--- src/rtl/divide32_seq_pkg.sv ---
// Shared definitions for the sequential restoring divider: default width,
// FSM state encoding and the HI/LO result packing order.
package divide32_seq_pkg;

  localparam int DIV_WIDTH = 32;

  typedef enum logic [1:0] {
    S_IDLE  = 2'd0,
    S_ITER  = 2'd1,
    S_FIXUP = 2'd2,
    S_DONE  = 2'd3
  } state_t;

  // HI holds the remainder, LO the quotient: result = {remainder, quotient}.
  localparam int LO_LSB = 0;
  localparam int HI_LSB = DIV_WIDTH;

endpackage

--- src/rtl/divide32_seq_step.sv ---
// One restoring-division step: shift the next dividend bit into the partial
// remainder and subtract the divisor if it fits.
module divide_step #(
  parameter int WIDTH = 32
) (
  input  logic [WIDTH-1:0] prem_i,
  input  logic             dvd_msb_i,
  input  logic [WIDTH-1:0] dvs_i,
  output logic [WIDTH-1:0] prem_o,
  output logic             q_bit_o
);

  logic [WIDTH:0]   shifted;
  logic [WIDTH+1:0] trial;
  logic             step_unused;

  always_comb begin
    shifted = {prem_i, dvd_msb_i};
    trial   = {1'b0, shifted} - {2'b00, dvs_i};
    q_bit_o = ~trial[WIDTH+1];
    // Either branch is below the divisor, so the top bits are always zero.
    prem_o  = q_bit_o ? trial[WIDTH-1:0] : shifted[WIDTH-1:0];
  end

  assign step_unused = shifted[WIDTH] ^ trial[WIDTH];

endmodule

--- src/rtl/divide32_seq.sv ---
// Iterative restoring divider (DIV/DIVU): one quotient bit per clock, then a
// sign fix-up cycle and a one-cycle done pulse. Result is {remainder, quotient}.
module divide32_seq
  import divide32_seq_pkg::*;
#(
  parameter int WIDTH = DIV_WIDTH
) (
  input  logic             clock,
  input  logic             clear_n,
  input  logic             start,
  input  logic             signed_op,
  input  logic [WIDTH-1:0] dividend,
  input  logic [WIDTH-1:0] divisor,
  output logic             busy,
  output logic             done,
  output logic             div_by_zero,
  output logic [WIDTH-1:0] quotient,
  output logic [WIDTH-1:0] remainder,
  output state_t           dbg_state
);

  // Handshake: start is a request sampled only in IDLE (busy=0); it is neither
  // queued nor re-sampled while busy. done pulses for one cycle and the result
  // stays valid until the next accepted request completes its fix-up.

  localparam int CW = $clog2(WIDTH) + 1;
  localparam logic [CW-1:0] CNT_LAST = CW'(WIDTH - 1);

  state_t           state_q, state_d;
  logic [CW-1:0]    cnt_q, cnt_d;
  logic [WIDTH-1:0] prem_q, prem_d;
  logic [WIDTH-1:0] dvd_q, dvd_d;
  logic [WIDTH-1:0] dvs_q, dvs_d;
  logic             q_neg_q, q_neg_d;
  logic             r_neg_q, r_neg_d;
  logic [WIDTH-1:0] quo_q, quo_d;
  logic [WIDTH-1:0] rem_q, rem_d;
  logic             dbz_q, dbz_d;

  logic [WIDTH-1:0] step_prem;
  logic             step_qbit;

  divide_step #(.WIDTH(WIDTH)) u_step (
    .prem_i    (prem_q),
    .dvd_msb_i (dvd_q[WIDTH-1]),
    .dvs_i     (dvs_q),
    .prem_o    (step_prem),
    .q_bit_o   (step_qbit)
  );

  always_comb begin
    state_d = state_q;
    cnt_d   = cnt_q;
    prem_d  = prem_q;
    dvd_d   = dvd_q;
    dvs_d   = dvs_q;
    q_neg_d = q_neg_q;
    r_neg_d = r_neg_q;
    quo_d   = quo_q;
    rem_d   = rem_q;
    dbz_d   = dbz_q;

    case (state_q)
      S_IDLE: begin
        if (start) begin
          dvd_d   = (signed_op && dividend[WIDTH-1]) ? -dividend : dividend;
          dvs_d   = (signed_op && divisor[WIDTH-1])  ? -divisor  : divisor;
          q_neg_d = signed_op & (dividend[WIDTH-1] ^ divisor[WIDTH-1]);
          r_neg_d = signed_op & dividend[WIDTH-1];
          prem_d  = '0;
          cnt_d   = '0;
          state_d = S_ITER;
        end
      end
      S_ITER: begin
        // The dividend register doubles as the quotient accumulator.
        prem_d = step_prem;
        dvd_d  = {dvd_q[WIDTH-2:0], step_qbit};
        cnt_d  = cnt_q + CW'(1);
        if (cnt_q == CNT_LAST) begin
          state_d = S_FIXUP;
        end
      end
      S_FIXUP: begin
        dbz_d   = (dvs_q == '0);
        quo_d   = (dvs_q == '0) ? '1 : (q_neg_q ? -dvd_q : dvd_q);
        rem_d   = r_neg_q ? -prem_q : prem_q;
        state_d = S_DONE;
      end
      S_DONE: begin
        state_d = S_IDLE;
      end
      default: begin
        state_d = S_IDLE;
      end
    endcase
  end

  always_ff @(posedge clock or negedge clear_n) begin
    if (!clear_n) begin
      state_q <= S_IDLE;
      cnt_q   <= '0;
      prem_q  <= '0;
      dvd_q   <= '0;
      dvs_q   <= '0;
      q_neg_q <= 1'b0;
      r_neg_q <= 1'b0;
      quo_q   <= '0;
      rem_q   <= '0;
      dbz_q   <= 1'b0;
    end else begin
      state_q <= state_d;
      cnt_q   <= cnt_d;
      prem_q  <= prem_d;
      dvd_q   <= dvd_d;
      dvs_q   <= dvs_d;
      q_neg_q <= q_neg_d;
      r_neg_q <= r_neg_d;
      quo_q   <= quo_d;
      rem_q   <= rem_d;
      dbz_q   <= dbz_d;
    end
  end

  assign busy        = (state_q != S_IDLE);
  assign done        = (state_q == S_DONE);
  assign div_by_zero = dbz_q;
  assign quotient    = quo_q;
  assign remainder   = rem_q;
  assign dbg_state   = state_q;

endmodule

--- config.mk ---
export PLATFORM = sky130hd
export DESIGN_NAME = divide32_seq
export DESIGN_NICKNAME = d
export VERILOG_FILES = /design/src/rtl/divide32_seq_pkg.sv /design/src/rtl/divide32_seq_step.sv /design/src/rtl/divide32_seq.sv
export SDC_FILE = /design/constraint.sdc
export NUM_CORES = 1
export LEC_CHECK = 0
export ABC_AREA = 1
export CAP_MARGIN = 10
export CORE_ASPECT_RATIO = 0.9
export CORE_MARGIN = 5
export CORE_UTILIZATION = 45
export DETAILED_ROUTE_END_ITERATION = 10
export PLACE_DENSITY = 0.66
export SKIP_LAST_GASP = 1
export SYNTH_ARGS = -nofsm -noshare
export SYNTH_HDL_FRONTEND = slang
export SYNTH_SLANG_ARGS = --single-unit
--- constraint.sdc ---
create_clock -name clock -period 6.1 [get_ports clock]
set_clock_uncertainty 0.15 [all_clocks]
set_input_delay 1.22 -clock clock [delete_from_list [all_inputs] [get_ports clock]]
set_output_delay 1.22 -clock clock [all_outputs]
set_load 0.005 [all_outputs]
==> impl_metrics.sql <==
INSERT INTO impl_metrics (metric_group, metric, value, unit) VALUES
('routing', 'route.vias.total', '13500', ''),
('yosys', 'synth_simple_gate_area_share', '36.7', '%'),
('grt', 'grt_overflow', '0', ''),
('timing', 'max_slew.worst_pin.slew', '1.17', 'ns'),
('power', 'power.clock.fraction', '13.9', '%'),
('routing', 'drt-total-wl', '41300', 'um'),
('grt', 'grt_start_max_net_pins', '89', ''),
('placement', 'hpwlAfterDp', '32200', 'um'),
('routing', 'dr.first_iter.drc_count', '1250', ''),
('yosys', 'synth-async-reset-ratio', '100', '%'),
('setup_path', 'reg2reg_depth', '10', ''),
('clock_network', 'clock_root_buffer', 'clkbuf_16', ''),
('clock_network', 'clock_tree.htree_level_count', '4', ''),
('timing', 'max_freq', '269', 'MHz'),
('timing', 'setup_tns', '0', 'ns'),
('yosys', 'synth.yosys.seq_area_share', '32.5', '%'),
('power', 'total_power', '8.56', 'mW'),
('setup_path', 'r2r-end', 'dvd_q[21]', ''),
('clock_network', 'tritoncts_num_sinks', '171', ''),
('setup_path', 'maximum_net_fanout_on_the_critical_path', '28', ''),
('grt', 'grt_antenna_before_repair', '0', ''),
('floorplanning', 'pin_count', '137', ''),
('placement', 'routabilityCongestion', '0.956', ''),
('yosys', 'yosys-mux-area-fraction', '0', '%'),
('routing', 'post_drt_wl_per_cell', '16.1', 'um'),
('clock_network', 'hold_buffers', '0', ''),
('yosys', 'avgSynthCellArea', '6.39', 'um^2'),
('clock_network', 'clock_pin_slew_of_the_registers_on_the_worst_case_setup_and_hold_paths', '0.08', 'ns'),
('clock_network', 'cts_tree', 'yes', ''),
('floorplanning', 'die_w', '190', 'um'),
('yosys', 'xor_xnor_portion_of_the_synthesized_cell_area', '4.52', '%'),
('setup_path', 'arrival', '3.88', 'ns'),
('layout', 'num_antenna_cells', '0', ''),
('yosys', 'synth.distinct_cells', '47', ''),
('timing', 'timing.final.hold_violations', '0', ''),
('floorplanning', 'start_util', '45.6', '%'),
('setup_path', 'worst-setup-path-type', 'in -> reg', ''),
('setup_path', 'critPathLaunchType', 'primary input', ''),
('layout', 'drive_gt1_share', '3.86', '%'),
('clock_network', 'worstSkewPairLatency', '0.44', 'ns'),
('setup_path', 'buffers_plus_inverters_on_the_worst_setup_path', '2', ''),
('routing', 'post_drt_via_cell_ratio', '5.24', ''),
('power', 'comb_power_share', '60.9', '%'),
('setup_path', 'worstReg2RegStart', 'dbg_state[1]', ''),
('clock_network', 'post_cts_setup_inserts', '0', ''),
('power', 'switching_power', '4.35', 'mW'),
('setup_path', 'path_delay_family', 'buffers and inverters', ''),
('yosys', 'ys_ff_latch', '171', ''),
('power', 'seqPwrFrac', '25.2', '%'),
('layout', 'layout.nets', '2275', ''),
('setup_path', 'timing.critical_path.from', 'signed_op', ''),
('yosys', 'netlist_area', '0.0132', 'mm^2'),
('placement', 'place.port_buffers', '136', ''),
('clock_network', 'cts-buffers-inserted', '17', ''),
('setup_path', 'reg2reg_setup_slack', '2.70', 'ns'),
('outcome', 'result_of_the_run', 'complete, no violations', ''),
('setup_path', 'critical_path.cell_chain', 'clkdlybuf4s50_1 -> nand2_1 -> clkinv_1 -> o21ai_0 -> o21ai_0 -> xor2_1 -> nand2_1 -> nand2_1 -> o21ai_0', ''),
('yosys', 'largest_family_of_logic_cells_by_synthesized_area', 'simple AND/OR/NAND/NOR gates', ''),
('yosys', 'yosys_warnings', '0', ''),
('setup_path', 'critical-path-max-stage-delay', '0.78', 'ns'),
('power', 'int_pwr', '4.21', 'mW'),
('yosys', 'leading_post_synthesis_cells_by_cell_area', 'dfrtp_1 (32%), nand2_1 (17%), inv_1 (8.3%)', ''),
('run', 'drv.max_cap_violation_count', '0', ''),
('yosys', 'count_of_flip_flops_with_a_built_in_enable_after_synthesis', '0', ''),
('layout', 'area_growth_syn_to_layout', '17.2', '%'),
('yosys', 'synthesis.instances', '2064', ''),
('timing', 'final-max-slew-violation-count', '0', ''),
('layout', 'layout.cells.most_common_list', 'nand2_1 (608), inv_1 (293), nor2_1 (217), nand3_1 (207), dfrtp_1 (171)', ''),
('yosys', 'post_synth_fa_ha_maj_area_fraction', '4.04', '%'),
('routing', 'route.antenna.remaining_nets', '0', ''),
('power', 'peakVddDrop', '0.253', 'mV');
==> flip-flops by register name, summed over array words and instances (netlist names) <==
name         flops
cnt_q            6
prem_q          32
remainder       32
dvd_q           32
dvs_q           32
quotient        32
q_neg_q          1
r_neg_q          1
div_by_zero      1
dbg_state        2
==> worst register-to-register path: cells and delay by family, from the launching register on <==
family / cells / cell delay, ns
buffers and inverters: 5 / 1.85
AOI/OAI and AO/OA: 4 / 0.73
DFF: 1 / 0.43
adders and majority gates: 1 / 0.15
==> stage by stage <==
step | util, % | setup slack, ns
6_report | 53.4 | 2.38
5_1_grt | 53.4 | 2.19
4_1_cts | 53.4 | 2.47
3_5_place_dp | 51.2 | 2.00
3_3_place_gp | 51.2 | 2.04
2_1_floorplan | - | 3.39
==> final cells by class <==
cell class | count | area, um^2 | area share, %
well taps | 396 | 495 | 3.21
flip-flops and latches | 171 | 4280 | 27.7
inverters | 304 | 1140 | 7.38
multi-input cells | 1527 | 7480 | 48.4
clock buffers | 19 | 443 | 2.87
clock inverters | 13 | 184 | 1.19
repair buffers | 144 | 1440 | 9.28
==> cell families (layout without fill, tap and decap cells) <==
kind of cell    after synthesis  after routing
buf+inv                     366            480
flops                       171            171
simple gates               1140           1140
compound gates              277            277
xor+xnor                     68             68
fa+ha+maj                    42             42
==> synth_stat cells (20+ instances only) <==
library cell / count
nand3_1: 207
clkbuf_1: 36
xor2_1: 50
o21ai_0: 125
a21oi_1: 76
ha_1: 41
nand4_1: 34
dfrtp_1: 171
inv_1: 293
nor2_1: 218
nand2_1: 608
nor3_1: 20
==> power by group through the flow <==
stage	Combinational [mW]	Clock (mW)	Sequential (mW)
after floorplan	3.62	0	1.99
after global placement	5.06	0	2.15
after detailed placement	5.13	0	2.16
after CTS	5.16	1.19	2.14
after global routing	5.88	1.24	2.22
final	5.21	1.19	2.16
==> routing by layer <==
| metal | wire length (um) | global-route usage, % | up-vias | share of wire, % |
|---|---|---|---|---|
| li1 | - | - | 6801 | - |
| met1 | 21700 | 42.5 | 6147 | 53 |
| met2 | 15400 | 32.7 | 509 | 37 |
| met3 | 3910 | 4.42 | 21 | 9.5 |
| met4 | 287 | 4.28 | 0 | 0.69 |
| met5 | 0 | 0 | - | 0 |
==> how the worst min path moves through the flow <==
stage,end,cells after the start,slack [ns],start
finish,remainder[15],2,0.33,remainder[15]
global route,remainder[31],2,0.36,remainder[31]
CTS,remainder[30],2,0.34,remainder[30]
detailed placement,remainder[30],2,0.32,remainder[30]
global placement,remainder[30],2,0.32,remainder[30]
floorplan,dvs_q[10],2,0.30,dvs_q[10]
Power figures use the tool's default switching activity.
==> RTL change (same flow settings) <==
`DIV_WIDTH`: 32 -> 16.
--- a/src/rtl/divide32_seq_pkg.sv
+++ b/src/rtl/divide32_seq_pkg.sv
@@ -3,5 +3,5 @@
 package divide32_seq_pkg;
 
-  localparam int DIV_WIDTH = 32;
+  localparam int DIV_WIDTH = 16;
 
   typedef enum logic [1:0] {
Interface: changed (resized dividend, divisor, quotient and remainder); port bits go from 137 to 73. No check against the original RTL was run, so the function may have changed too.
==> RTL change against the unedited design <==
Global-route usage fell by 5.0 points. Clock power fell by 52%. Die area fell by 49%. Maximum frequency rose by 16%. Wire length fell by 61%. Design area fell by 51%. Setup slack improved by 530 ps. Cell count fell by 54%. Sequential power fell by 48%. Power fell by 49%. Sequential cell count fell by 81. Utilization rose by 0.58 points. Area after synthesis fell by 52%. Critical endpoint is now dvd_q[7]. Largest cell class unchanged. Highest routed layer unchanged.
==> RTL change: results (changes against the unedited design) <==
status:
  status: "finished clean"
synthesis:
  synthTopCellsByCount: "nand2_1 (270), inv_1 (121), nand3_1 (98), dfrtp_1 (90), nor2_1 (78)"
  synth.distinct_cells: 42  # -11%
  synthCells: 935  # -55%
  synthArstFlopShare_pct: 100.0  # unchanged
  ys_warn_count: 0  # unchanged
  synth_seq_area_share_pct: 35.29  # +2.8 points
  synth_nets: 998  # -54%
  synthTopCellsByArea: "dfrtp_1 (35%), nand2_1 (16%), nand3_1 (7.7%)"
power:
  peakVddDrop_mv: 0.2178  # -14%
  power_leakage_nw: 3.785  # -51%
  netSwitchingFraction_pct: 48.20  # -2.6 points
detailed_routing:
  viasPerCell: 5.030  # -3.9%
  drt_iter0_drc: 422  # -66%
  wl_per_cell_microns: 13.40  # -17%
  wirelength_microns: 16000  # -61%
  dr.pass1.iters: 5  # unchanged
clock_network:
  cts_max_level: 3  # -1
  worstSkewPairLatency_ps: 350  # -90 ps
  cts_setup_buffers: 0  # unchanged
  clk_pin_slew_ps: 70
  numCtsBuffers: 9  # -8
  cts_resized: 0  # unchanged
  cts_root_buf: "clkbuf_16"
place:
  hpwl_microns: 12240  # -62%
  preCtsSetupSlack_ps: 2538  # +540.3 ps
  port_buffers: 72  # -47%
  globalplace.congestion: 0.9181  # -3.9%
  dp_cells: 1179  # -54%
grt:
  grt_pass1_wl_microns: 26990  # -59%
  antenna_found_initial: 0  # unchanged
  grt_usage_pct: 20.07  # -5.0 points
  grt_max_degree: 48  # -46%
  grt_pass1_vias: 5242  # -57%
worst_setup_path:
  crit_arrival_ps: 3270  # -610 ps
  slowest_stage: "nand2_1"
  crit_path_max_incr_delay_ps: 590  # -190 ps
  critical_path.max_fanout: 29  # +3.6%
  critical-path-top-delay-family: "buffers and inverters"
hold_path:
  hold_class: "reg2reg"
cells_and_area:
  fillers: 1426  # -52%
  final_nets: 1060  # -53%
  antenna_cells: 0  # unchanged
  drive_above_1_share_pct: 4.695  # +0.84 points
sta:
  timing.slew.headroom_pct: 47.65  # +26 points
## RTL change: path summary, 6_finish.rpt
check | slack, ps | cells past startpoint | end | startpoint
min in group asynchronous | 700 | 1 | dvs_q[14] | clear_n
hold reg to reg | 330 | 2 | remainder[14] | remainder[14]
max in group asynchronous | 4060 | 2 | prem_q[1] | clear_n
setup reg to reg | 3250 | 9 | dvd_q[0] | dbg_state[1]
setup / recovery | 2900 | 8 | dvd_q[7] | start
hold / removal | 330 | 2 | remainder[14] | remainder[14]
## RTL change: logic make-up (layout without fill, tap and decap cells)
group / Yosys count / count (layout) / share of synthesized area [%]
XOR/XNOR: 29 / 29 / 3.980
adder cells (fa/ha/maj): 27 / 27 / 5.412
AND/OR/NAND/NOR: 496 / 496 / 33.67
flip-flops: 90 / 90 / 35.29
AO/OA/AOI/OAI: 143 / 143 / 12.25
buffers and inverters: 150 / 216 / 9.392
## RTL change: per-layer routing
metal | GRT usage (%) | part of all wire [%]
met4 | 5.793 | 1.4
met3 | 2.482 | 5.7
met5 | 0 | 0
met1 | 33.54 | 54
met2 | 26.46 | 39
## RTL change: layout make-up
type	instances	share of cell area, %
clock buffer	11	3.222
timing repair buffer	76	9.930
clock inverter	4	0.6808
tap	193	3.205
sequential	90	29.89
inverter	125	6.227
multi-input combinational	695	46.84
## RTL change: stage by stage
step | hold WS [ps] | utilization (%) | instance area (sq um)
4_1_cts | 332.4 | 54.00 | 7535
2_1_floorplan | 298.9 | - | 6381
6_report | 328.5 | 54.00 | 7535
3_5_place_dp | 314.7 | 51.89 | 7241
3_3_place_gp | 314.0 | 51.89 | 7241
5_1_grt | 354.0 | 54.00 | 7535
## RTL change: power groups by stage
stage	sequential, mW	combinational [mW]	clock (mW)
final	1.13	2.64	0.568
after global routing	1.18	3.03	0.601
after CTS	1.13	2.64	0.579
after detailed placement	1.14	2.63	0
after global placement	1.14	2.60	0
after floorplan	1.07	1.96	0
## RTL change: worst reg2reg max path, cell delays in order (launching register included)
cell and delay, ps:
dfrtp_1 420, inv_1 110, ha_1 650, inv_2 330, o21ai_1 210, buf_4 310, inv_2 260, a21oi_1 220
o21ai_2 70, o21ai_1 70
